--- src/rtl/fd_pkg.sv ---
// fd_pkg: shared FSM states, circle geometry constants and the quick-reject index list.
package fd_pkg;
  typedef enum logic [1:0] {ST_IDLE, ST_ISSUE, ST_DONE} fd_state_e;
  localparam int FD_RADIUS = 3;
  localparam int FD_RING_LEN = 16;
  localparam int FD_QUICK_LEN = 5;
  // Padded to 8 entries so a 3-bit position can index it directly.
  localparam logic [4:0] FD_QUICK_IDX [8] = '{5'd0, 5'd1, 5'd5, 5'd9, 5'd13, 5'd0, 5'd0, 5'd0};
endpackage

--- src/rtl/fd_circle_offset.sv ---
// fd_circle_offset: circle index to address offset for a radius-3 ring on a LINE_W stride image.
module fd_circle_offset #(
  parameter int LINE_W = 180,
  parameter int ADDR_W = 15
) (
  input  logic [4:0]        i_idx,
  output logic [ADDR_W-1:0] o_offset
);
  localparam int W = LINE_W;
  always_comb begin
    case (i_idx)
      5'd1:    o_offset = ADDR_W'(-3*W);
      5'd2:    o_offset = ADDR_W'(-3*W+1);
      5'd3:    o_offset = ADDR_W'(-2*W+2);
      5'd4:    o_offset = ADDR_W'(-W+3);
      5'd5:    o_offset = ADDR_W'(3);
      5'd6:    o_offset = ADDR_W'(W+3);
      5'd7:    o_offset = ADDR_W'(2*W+2);
      5'd8:    o_offset = ADDR_W'(3*W+1);
      5'd9:    o_offset = ADDR_W'(3*W);
      5'd10:   o_offset = ADDR_W'(3*W-1);
      5'd11:   o_offset = ADDR_W'(2*W-2);
      5'd12:   o_offset = ADDR_W'(W-3);
      5'd13:   o_offset = ADDR_W'(-3);
      5'd14:   o_offset = ADDR_W'(-W-3);
      5'd15:   o_offset = ADDR_W'(-2*W-2);
      5'd16:   o_offset = ADDR_W'(-3*W-1);
      default: o_offset = '0;
    endcase
  end
endmodule

--- src/rtl/fd_circle_addr_seq.sv ---
// fd_circle_addr_seq: issues pixel read addresses around a radius-3 circle (full or quick subset).
// Define FD_BORDER_CHECK_EN to reject centres too close to the image edge.
module fd_circle_addr_seq
  import fd_pkg::*;
#(
  parameter int ADDR_W = 15,
  parameter int LINE_W = 180,
  parameter int IMG_H  = 120
) (
  input  logic                       clk,
  input  logic                       rst_n,
  input  logic                       start,
  input  logic                       quick,
  input  logic [ADDR_W-1:0]          center_addr,
  input  logic [$clog2(LINE_W)-1:0]  center_x,
  input  logic [$clog2(IMG_H)-1:0]   center_y,
  output logic [ADDR_W-1:0]          rd_addr,
  output logic [4:0]                 rd_idx,
  output logic                       rd_valid,
  input  logic                       rd_ready,
  output logic                       busy,
  output logic                       done,
  output logic                       border_err
);
  fd_state_e         r_state, w_next;
  logic [4:0]        r_pos;
  logic [ADDR_W-1:0] r_center;
  logic              r_quick, r_border;
  logic [4:0]        w_idx;
  logic [ADDR_W-1:0] w_off;
  logic              w_last, w_border;
`ifdef FD_BORDER_CHECK_EN
  assign w_border = int'(center_x) < FD_RADIUS || int'(center_x) > LINE_W-1-FD_RADIUS ||
                    int'(center_y) < FD_RADIUS || int'(center_y) > IMG_H-1-FD_RADIUS;
`else
  logic w_unused_xy;
  assign w_unused_xy = ^{center_x, center_y, IMG_H[0]};
  assign w_border = 1'b0;
`endif
  assign w_idx  = r_quick ? FD_QUICK_IDX[r_pos[2:0]] : r_pos;
  assign w_last = r_quick ? (r_pos == 5'(FD_QUICK_LEN-1)) : (r_pos == 5'(FD_RING_LEN));
  fd_circle_offset #(.LINE_W(LINE_W), .ADDR_W(ADDR_W)) u_off (.i_idx(w_idx), .o_offset(w_off));
  always_comb begin
    w_next = r_state;
    case (r_state)
      ST_IDLE:  w_next = start ? (w_border ? ST_DONE : ST_ISSUE) : ST_IDLE;
      ST_ISSUE: w_next = (rd_ready && w_last) ? ST_DONE : ST_ISSUE;
      default:  w_next = ST_IDLE;
    endcase
  end
  always_ff @(posedge clk or negedge rst_n) begin
    if (!rst_n) begin
      r_state  <= ST_IDLE;
      r_pos    <= '0;
      r_center <= '0;
      r_quick  <= 1'b0;
      r_border <= 1'b0;
    end else begin
      r_state <= w_next;
      if (r_state == ST_IDLE && start) begin
        r_center <= center_addr;
        r_quick  <= quick;
        r_border <= w_border;
        r_pos    <= '0;
      end else if (r_state == ST_ISSUE && rd_ready) begin
        r_pos <= r_pos + 5'd1;
      end
    end
  end
  assign busy       = r_state == ST_ISSUE;
  assign done       = r_state == ST_DONE;
  assign rd_valid   = busy;
  assign rd_addr    = busy ? r_center + w_off : '0;
  assign rd_idx     = busy ? w_idx : '0;
  assign border_err = done & r_border;
endmodule

--- config.mk ---
export PLATFORM = sky130hd
export DESIGN_NAME = fd_circle_addr_seq
export DESIGN_NICKNAME = d
export VERILOG_FILES = /design/src/rtl/fd_pkg.sv /design/src/rtl/fd_circle_offset.sv /design/src/rtl/fd_circle_addr_seq.sv
export SDC_FILE = /design/constraint.sdc
export NUM_CORES = 1
export LEC_CHECK = 0
export ABC_AREA = 1
export BUFFER_PORTS_ARGS = -buffer_cell sky130_fd_sc_hd__buf_4
export CAP_MARGIN = 40
export CORE_AREA = 2 2 91 93
export CTS_BUF_LIST = sky130_fd_sc_hd__clkbuf_4
export CTS_CLUSTER_SIZE = 24
export DETAILED_ROUTE_END_ITERATION = 16
export DIE_AREA = 0 0 93 95
export GPL_TIMING_DRIVEN = 0
export MAX_ROUTING_LAYER = met4
export PLACE_DENSITY_LB_ADDON = 0.25
export RECOVER_POWER = 100
export SYNTH_ARGS = -nofsm -noshare
export SYNTH_HDL_FRONTEND = slang
export SYNTH_SLANG_ARGS = --single-unit
--- constraint.sdc ---
create_clock -name clk -period 11.7 [get_ports clk]
set_clock_uncertainty 0.1 [all_clocks]
set_input_delay 1.755 -clock clk [delete_from_list [all_inputs] [get_ports clk]]
set_output_delay 1.755 -clock clk [all_outputs]
set_load 0.005 [all_outputs]
==> results by group, run 1 <==
Run status
  – Status: finished, final reports clean

Floorplan
  – Die height: approximately 95 microns
  – Starting Density: 28.9%
  – Die width: just over 90 microns
  – Rows: 33
  – Core area: between 7000 and 8000 sq um
  – Die area: between 8000 and 9000 sq um
  – # IOs: 59

Worst setup path
  – WP data required: 9850 ps
  – Critical Path Most Common Cell: inv_1
  – Worst-path cell chain: inv_1 > ha_1 > inv_1 > nand2_1 > nand2_1 > nand2_1 > o21ai_0 > inv_1 > ha_1 > inv_1 > nor2_1 > inv_1 > nand3_1 > o211ai_1 > nand2_1 > inv_1 > ha_1 > nand2_1 > o21ai_0 > a21oi_1 > o21ai_0 > xnor2_1 > nor2_1 > clkbuf_4
  – CP startpoint kind: flop
  – CP max stage cell: dfrtp_1
  – Crit. End Element: primary output
  – CP Buf/Inv Count: 7
  – Worst-path maximum fanout: 6
  – Max incr delay on CP: about 400 ps
  – Crit path DAT: roughly 4200 ps
  – WS Path Type: reg -> out
  – Family with the most delay on the worst path: compound AO/OA/AOI/OAI gates

Global routing
  – Initial antenna violation count: 0
  – Gr ovfl total: 0
  – Number of global-route vias before repair: ~2100
  – Global-route wire length before repair: between 9 and 10 mm
  – GRT Util Overall: 14.3%
  – Largest net degree at the start of global routing: 24

Job
  – Max-Cap Viols: 0

Route
  – Avg WL per Cell: between 10 and 15 microns
  – Vias: between 2000 and 2500
  – Routed Antenna Nets: 0
  – Pre-antenna DRT Iters: 4
  – # DRC: 0
  – Final WL: just under 6 mm
  – Vias per cell: roughly 4.6
  – DR iter-0 viols: just under 70

Clock tree
  – Reg clk slew, reported paths: 120 ps
  – Clk sinks: 23
  – CTS Buf Count: 3
  – CTS tree: done
  – Postcts setup bufs: 0
  – Worst skew pair latency: approximately 300 ps
  – Root Driver: clkbuf_4
  – H-tree depth: 1
  – Longest Clk Path Bufs: 2
  – CTS resizes: 0
  – Hold_buf cts: 0

Synth
  – Most common library cells after synthesis: nand2_1 (88), nor2_1 (39), inv_1 (37)
  – Share of the synthesized area in the top cell type: about a quarter
  – Ys flop type: dfrtp_1
  – Synth area leaders: dfrtp_1 (25%), nand2_1 (14%), ha_1 (14%), a21oi_1 (6.8%), nor2_1 (6.4%)
  – #FFs+latches synth: 23
  – Sequential element share of the synthesized area: roughly a quarter
  – Syn Area/Cell: about 6.7 sq um
  – Area leader, netlist: dfrtp_1
  – Mapped cell area: 2290 sq um
  – Top-count cell post-synth: nand2_1
  – Async SR Flop Fraction: 100%
  – Post-synth cell types: 32
  – Number of synthesized flops with an enable pin: 0
  – Syn Nets: between 400 and 500
  – Synthesis warning total: 0
  – Gate Count Post-Synth: 342

STA
  – Achievable Freq: approximately 0.17 GHz
  – Final min period: just over 6000 ps
  – Unrepaired setup endpoints after global routing: no
  – Worst-Margin Slew: around 1200 ps
  – Max Slew Vio Count: 0
  – Part of the cycle the worst path needs: a little over 50%
  – Slew headroom: ~18%
  – Post-route setup TNS: 0 ps
  – Count of final hold-check violations: 0
  – Final setup fails: 0

Placement
  – Placed insts: between 400 and 500
  – IO Port Bufs: 42
  – Placer Congestion: 0.867
  – Half-perimeter wire length after detailed placement: 4.88 mm
  – Post-DP Area: around 2700 sq um

Cells and area
  – Area added between synthesis and finish: 19.2%
  – Layout cells sized above 1: 16.2%
  – Final instance area: approximately 2700 sq um
  – Final std cells w/o fill: around 500
  – N_diodes: 0
  – Fin nets: between 400 and 500
  – Final Util: about a third

Hold path
  – Worst Hold Class: reg -> reg
per-layer routing:
metal	global-route usage, %	up-vias	share of wire (%)
met4	2.57	0	0.52
met1	19.8	1007	52
met2	23.4	34	44
li1	-	1205	-
met3	1.12	2	2.7
met5	-	-	0
flip-flops by register name, summed over array words and instances, names as in the netlist:
name	cells
r_pos	5
r_state	2
r_quick	1
r_center	15
worst paths after layout:
| path | from | endpoint | slack [ps] | cells after the start |
|---|---|---|---|---|
| min | r_center[6] | r_center[6] | 410 | 2 |
| max in group asynchronous | rst_n | r_center[5] | 9190 | 1 |
| max reg2reg | r_quick | r_state[0] | 9700 | 7 |
| max | r_pos[0] | rd_addr[10] | 5660 | 24 |
| min reg2reg | r_center[6] | r_center[6] | 410 | 2 |
| min in group asynchronous | rst_n | r_center[14] | 1580 | 1 |
stage by stage:
stage	setup WS (ps)	hold slack [ps]
floorplan	6710	355
global placement	6090	379
detailed placement	6080	380
CTS	5680	414
global route	5170	454
finish	5660	409
layout make-up:
type / instances / area [sq um]
timing repair buffer: 42 / 308
clock buffer: 4 / 30.0
inverter: 40 / 156
multi-input combinational: 270 / 1490
fill: 890 / 5190
sequential: 23 / 576
tap: 105 / 131
buffer: 9 / 45.0
placed cells by master (no fill, tap or decap), types with 3 or more instances in the layout:
cell type | netlist | layout
a21oi_1 | 31 | 31
buf_4 | 4 | 26
clkbuf_1 | 4 | 8
clkbuf_4 | 0 | 21
dfrtp_1 | 23 | 23
ha_1 | 26 | 26
inv_1 | 37 | 37
nand2_1 | 88 | 91
nand2_2 | 9 | 7
nand3_1 | 20 | 21
nor2_1 | 39 | 39
nor3_1 | 4 | 4
o211ai_1 | 3 | 3
o21ai_0 | 26 | 26
xnor2_1 | 3 | 3
xor2_1 | 3 | 3
kinds of logic (layout without fill, tap and decap cells):
logic type	count (synthesis)	after routing	synth area share [%]
compound gates	68	68	16.3
other cells	1	1	0.164
fa+ha+maj	27	27	15.1
buf+inv	49	95	9.28
simple gates	168	168	31.8
flops	23	23	25.1
xor+xnor	6	6	2.29
worst register-to-register path: stages, from the launching register on:
cell	delay (ps)
dfrtp_1	350
clkbuf_1	340
clkinvlp_2	370
ha_1	350
nor2_1	90
nand4_1	150
nand2_1	90
nand2_1	50
Power of run 1 is left out: the tool's default activity adds up to more than one toggle a clock period on the data nets, which glitch-free logic cannot reach.
==> inputs of run 2 (changes only) <==
clock period = 5.2 ns   (was 11.7 ns; I/O delays follow)
==> run 2 against run 1 <==
  * Routed wire length rose by 0.88%
  * Global-route usage stayed put
  * Utilization grew 0.43 points
  * Hold slack got worse by 0.84 ps
  * Register-to-register slack worse by 6200 ps
  * Die area is the same
  * Setup slack worse by 5300 ps
  * Clock-buffer cell count unchanged
  * Highest routed layer unchanged
==> results by group, run 2 (synthesis gave the netlist of run 1 again) <==
STA
  – Final setup fails: 0
  – Final min period: roughly 4900 ps
  – Slew headroom: around 18%
  – Achievable Freq: 0.205 GHz
  – Worst Slack Setup Final: ~320 ps
  – Post-route setup TNS: 0 ps
  – Count of final hold-check violations: 0
  – Worst-Margin Slew: 1230 ps
  – Max Slew Vio Count: 0
  – Part of the cycle the worst path needs: 93.9%

Global routing
  – Gr ovfl total: 0
  – Largest net degree at the start of global routing: 24
  – GRT Util Overall: roughly 14%
  – Initial antenna violation count: 0
  – Number of global-route vias before repair: approximately 2100
  – Global-route wire length before repair: 9.96 mm

Cells and area
  – Layout cells sized above 1: between 10% and 20%
  – N_diodes: 0
  – Commonest non-fill, non-tap cell in the layout: nand2_1
  – Commonest non-fill, non-tap cells in the layout: nand2_1 (87), buf_4 (41), nor2_1 (39), inv_1 (37), a21oi_1 (31)
  – Largest reg by FF count: r_center
  – Largest register FFs: 15
  – Area added between synthesis and finish: 20.7%
  – Biggest regs: r_center x15, r_pos x5, r_state x2
  – Fin nets: about 450
  – Final std cells w/o fill: approximately 490
  – Number of fill cells: between 800 and 900

Route
  – Routed Antenna Nets: 0
  – Pre-antenna DRT Iters: 4
  – Final WL: approximately 6 mm
  – # DRC: 0
  – DR iter-0 viols: 61
  – Vias: approximately 2200
  – Avg WL per Cell: 12.1 microns
  – Vias per cell: roughly 4.5

Placement
  – Placer Congestion: 0.867
  – IO Port Bufs: 42
  – Dpl ws: around 550 ps
  – Half-perimeter wire length after detailed placement: ~5 mm
  – Placed insts: 489

Clock tree
  – H-tree depth: 1
  – Root Driver: clkbuf_4
  – Reg clk slew, reported paths: ~120 ps
  – Hold_buf cts: 0
  – Longest Clk Path Bufs: 2
  – CTS resizes: 0
  – CTS Buf Count: 3
  – Worst skew pair latency: roughly 300 ps
  – Clk sinks: 23
  – Postcts setup bufs: 0
  – CTS tree: done

Floorplan
  – Die height: approximately 95 microns
  – Die width: 93 microns
  – # IOs: ~60
  – Die area: between 8000 and 9000 sq um
  – Rows: 33
  – Starting Density: 28.9%
  – Core area: approximately 8000 sq um

Hold path
  – Worst Hold Class: reg -> reg

Run status
  – Status: finished, final reports clean

Worst setup path
  – WS Path Type: reg -> out
  – Crit. End Element: primary output
  – Worst-path maximum fanout: 6
  – Crit path DAT: 4000 ps
  – CP startpoint kind: flop
  – WP data required: ~4300 ps

Job
  – Max-Cap Viols: 0
-- run 2: changes by cell type in the layout (fill, tap and decap cells not counted), moves of 2 or more --
cell      before  now
nand2_2        7   10
clkbuf_1       8    6
buf_4         26   41
clkbuf_4      21    8
nand2_1       91   87
-- run 2: critical path: stages (launching register included) --
cell and delay (ps):
dfrtp_1 420, inv_1 130, ha_1 240, inv_1 80, nand2_1 100, nand2_1 90, nand2_1 60, o21ai_2 120
inv_1 130, ha_1 300, inv_1 50, nor2_1 160, inv_1 80, nand3_1 70, o211ai_1 90, nand2_1 80
inv_1 80, ha_1 360, nand2_1 100, o21ai_0 260, a21oi_1 110, o21ai_0 230, xnor2_1 150, nor2_1 60
buf_4 160
-- run 2: stage by stage --
step                instance area [sq um]  utilization, %  hold slack, ps
global placement                     2740            34.5             379
floorplan                            2290               -             355
finish                               2770            34.9             408
global route                         2770            34.9             454
detailed placement                   2740            34.5             380
CTS                                  2770            34.9             249
-- run 2: final timing paths --
check | from | endpoint | slack [ps] | cells past startpoint
min in group asynchronous | rst_n | r_center[12] | 600 | 1
worst min-delay path | r_center[6] | r_center[6] | 410 | 2
worst max register to register | r_quick | r_state[0] | 3500 | 7
max in group asynchronous | rst_n | r_center[1] | 3680 | 1
worst max-delay path | r_pos[0] | rd_addr[10] | 320 | 24
worst min register to register | r_center[6] | r_center[6] | 410 | 2
-- run 2: area by class of cell --
class	count	area, sq um	share of cell area, %
flip-flops and latches	23	576	20.8
clock buffers	4	30.0	1.09
inverters	40	156	5.65
plain buffers	9	48.8	1.76
multi-input cells	270	1510	54.7
repair buffers	42	312	11.3
well taps	105	131	4.75
-- run 2: routing by layer --
metal | share of wire [%] | global-route usage, % | vias up
li1 | - | - | 1207
met1 | 53 | 19.8 | 1003
met2 | 44 | 23.4 | 28
met3 | 2.3 | 1.12 | 2
met4 | 0.52 | 2.57 | 0
met5 | 0 | - | -
Power of run 2 is left out for the same reason.
==> inputs of run 3 (changes only) <==
REMOVE_ABC_BUFFERS = 1   (was not set)
==> run 3 against run 2 <==
  * Fmax is 2.5% higher
  * Critical path depth is 2 lower
  * Cell count is 1.6% lower
  * Non-clock buffer count is 8 lower
  * Final area is 1.4% lower
  * Routed wire length is 0.74% lower
  * Global-route usage is 0.36 points higher
  * Clock-buffer cell count is 1 lower
  * Setup slack better by 120 ps
  * First-iteration DRC count is 57% higher
  * Critical path type unchanged
  * Largest cell class unchanged
==> results by group, run 3 (synthesis gave the netlist of run 1 again) <==
Run status
  – Status: finished, final reports clean

STA
  – Max Slew Vio Count: 0
  – Count of final hold-check violations: 0
  – Unrepaired setup endpoints after global routing: no
  – Post-route setup TNS: 0 ps
  – Final min period: roughly 4800 ps
  – Achievable Freq: approximately 0.21 GHz
  – Part of the cycle the worst path needs: between 90% and 100%
  – Worst-Margin Slew: 1290 ps
  – Slew headroom: 13.9%
  – Final setup fails: 0

Clock tree
  – CTS tree: done
  – Clk sinks: 23
  – Root Driver: clkbuf_4
  – Reg clk slew, reported paths: between 100 and 150 ps
  – H-tree depth: 1
  – Worst skew pair latency: 310 ps
  – CTS Buf Count: 3
  – Longest Clk Path Bufs: 2

Global routing
  – GRT Util Overall: 14.7%
  – Gr ovfl total: 0
  – Number of global-route vias before repair: around 2300
  – Initial antenna violation count: 0
  – Global-route wire length before repair: 10.3 mm
  – Largest net degree at the start of global routing: 24

Worst setup path
  – Worst-path cell chain: inv_1 > ha_1 > inv_1 > nand2_1 > nand2_1 > nand2_1 > o21ai_2 > inv_1 > ha_1 > or2_4 > o211ai_1 > nand3_1 > nand2_1 > inv_1 > ha_1 > a21oi_1 > o21ai_1 > a21oi_1 > o21ai_0 > xnor2_1 > nor2_1 > clkbuf_4
  – Max incr delay on CP: 390 ps
  – Crit. End Element: primary output
  – Worst-path maximum fanout: 6
  – Crit path DAT: about 3900 ps
  – CP startpoint kind: flop
  – WS Path Type: reg -> out
  – CP max stage cell: dfrtp_1
  – WP data required: approximately 4300 ps

Cells and area
  – N_diodes: 0
  – Commonest non-fill, non-tap cell in the layout: nand2_1
  – Multi-input combinational cell area: ~1500 sq um
  – Commonest non-fill, non-tap cells in the layout: nand2_1 (87), nor2_1 (39), inv_1 (37), a21oi_1 (31), buf_4 (30)
  – Number of fill cells: about 890
  – Largest reg by FF count: r_center
  – Register area: ~580 sq um
  – Layout cells sized above 1: 18.2%
  – Largest register FFs: 15
  – Biggest regs: r_center x15, r_pos x5, r_state x2
  – Area added between synthesis and finish: 19.1%
  – Fin nets: about 440

Job
  – Max-Cap Viols: 0

Route
  – Metal3 WL: ~140 microns
  – DR iter-0 viols: 96
  – Top sig layer: met4
  – Avg WL per Cell: between 10 and 15 microns
  – Vias: roughly 2300
  – Met2 WL: between 2 and 3 mm
  – Vias per cell: 4.65
  – Routed Antenna Nets: 0
  – Wire length on met1: between 2 and 3 mm
  – Pre-antenna DRT Iters: 4
  – Final WL: around 5.9 mm
  – # DRC: 0

Floorplan
  – Die height: roughly 95 microns
  – Die area: just under 9000 sq um
  – Die width: between 90 and 100 microns
  – Starting Density: slightly below 30%
  – # IOs: between 50 and 60
  – Rows: 33
  – Core area: a little under 8000 sq um

Placement
  – Placer Congestion: 0.860
  – Half-perimeter wire length after detailed placement: 4.72 mm
  – IO Port Bufs: 42

Hold path
  – Worst Hold Class: reg -> reg
## run 3: final timing paths
check / slack (ps) / cells after the start / endpoint / start
max: 430 / 22 / rd_addr[10] / r_pos[0]
min: 410 / 2 / r_center[12] / r_center[12]
max reg2reg: 2870 / 8 / r_pos[4] / r_state[1]
min reg2reg: 410 / 2 / r_center[12] / r_center[12]
max in group asynchronous: 3630 / 1 / r_center[4] / rst_n
min in group asynchronous: 610 / 1 / r_pos[0] / rst_n
## run 3: worst max-delay path: cells and delay by family (launching register included)
family | cells | cell delay (ps)
AND/OR/NAND/NOR | 7 | 810
adder cells (fa/ha/maj) | 3 | 810
buffers and inverters | 5 | 510
flip-flops | 1 | 390
XOR/XNOR | 1 | 150
AO/OA/AOI/OAI | 6 | 890
## run 3: stage by stage
step / instance area [sq um] / util, % / std cells / hold slack [ps] / worst slack, ps
detailed placement: 2680 / 33.8 / 480 / 377 / 533
CTS: 2710 / 34.2 / 484 / 231 / 142
floorplan: 2240 / - / 333 / 355 / 1180
global route: 2730 / 34.4 / 485 / 446 / 15.5
finish: 2730 / 34.4 / 485 / 409 / 435
global placement: 2680 / 33.8 / 480 / 375 / 554
## run 3: layout make-up
cell class              instances  area share (%)
clock buffers                   3           0.825
clock inverters                 1           0.183
inverters                      40            5.73
multi-input cells             270            55.8
flip-flops and latches         23            21.1
well taps                     105            4.81
repair buffers                 43            11.6
## run 3: repair_timing
action / CTS / global route
endpoints found under the setup margin: 0 / 10
gates resized for setup: 0 / 8
hold buffers: 0 / 0
endpoints found under the hold margin: 0 / 0
setup buffers: 0 / 1
## run 3: layer usage
| layer | vias to the layer above | global-route usage (%) |
|---|---|---|
| li1 | 1184 | - |
| met1 | 1038 | 19.4 |
| met2 | 31 | 24.8 |
| met3 | 2 | 0.958 |
| met4 | 0 | 3.68 |
| met5 | - | - |
Power of run 3 is left out for the same reason.
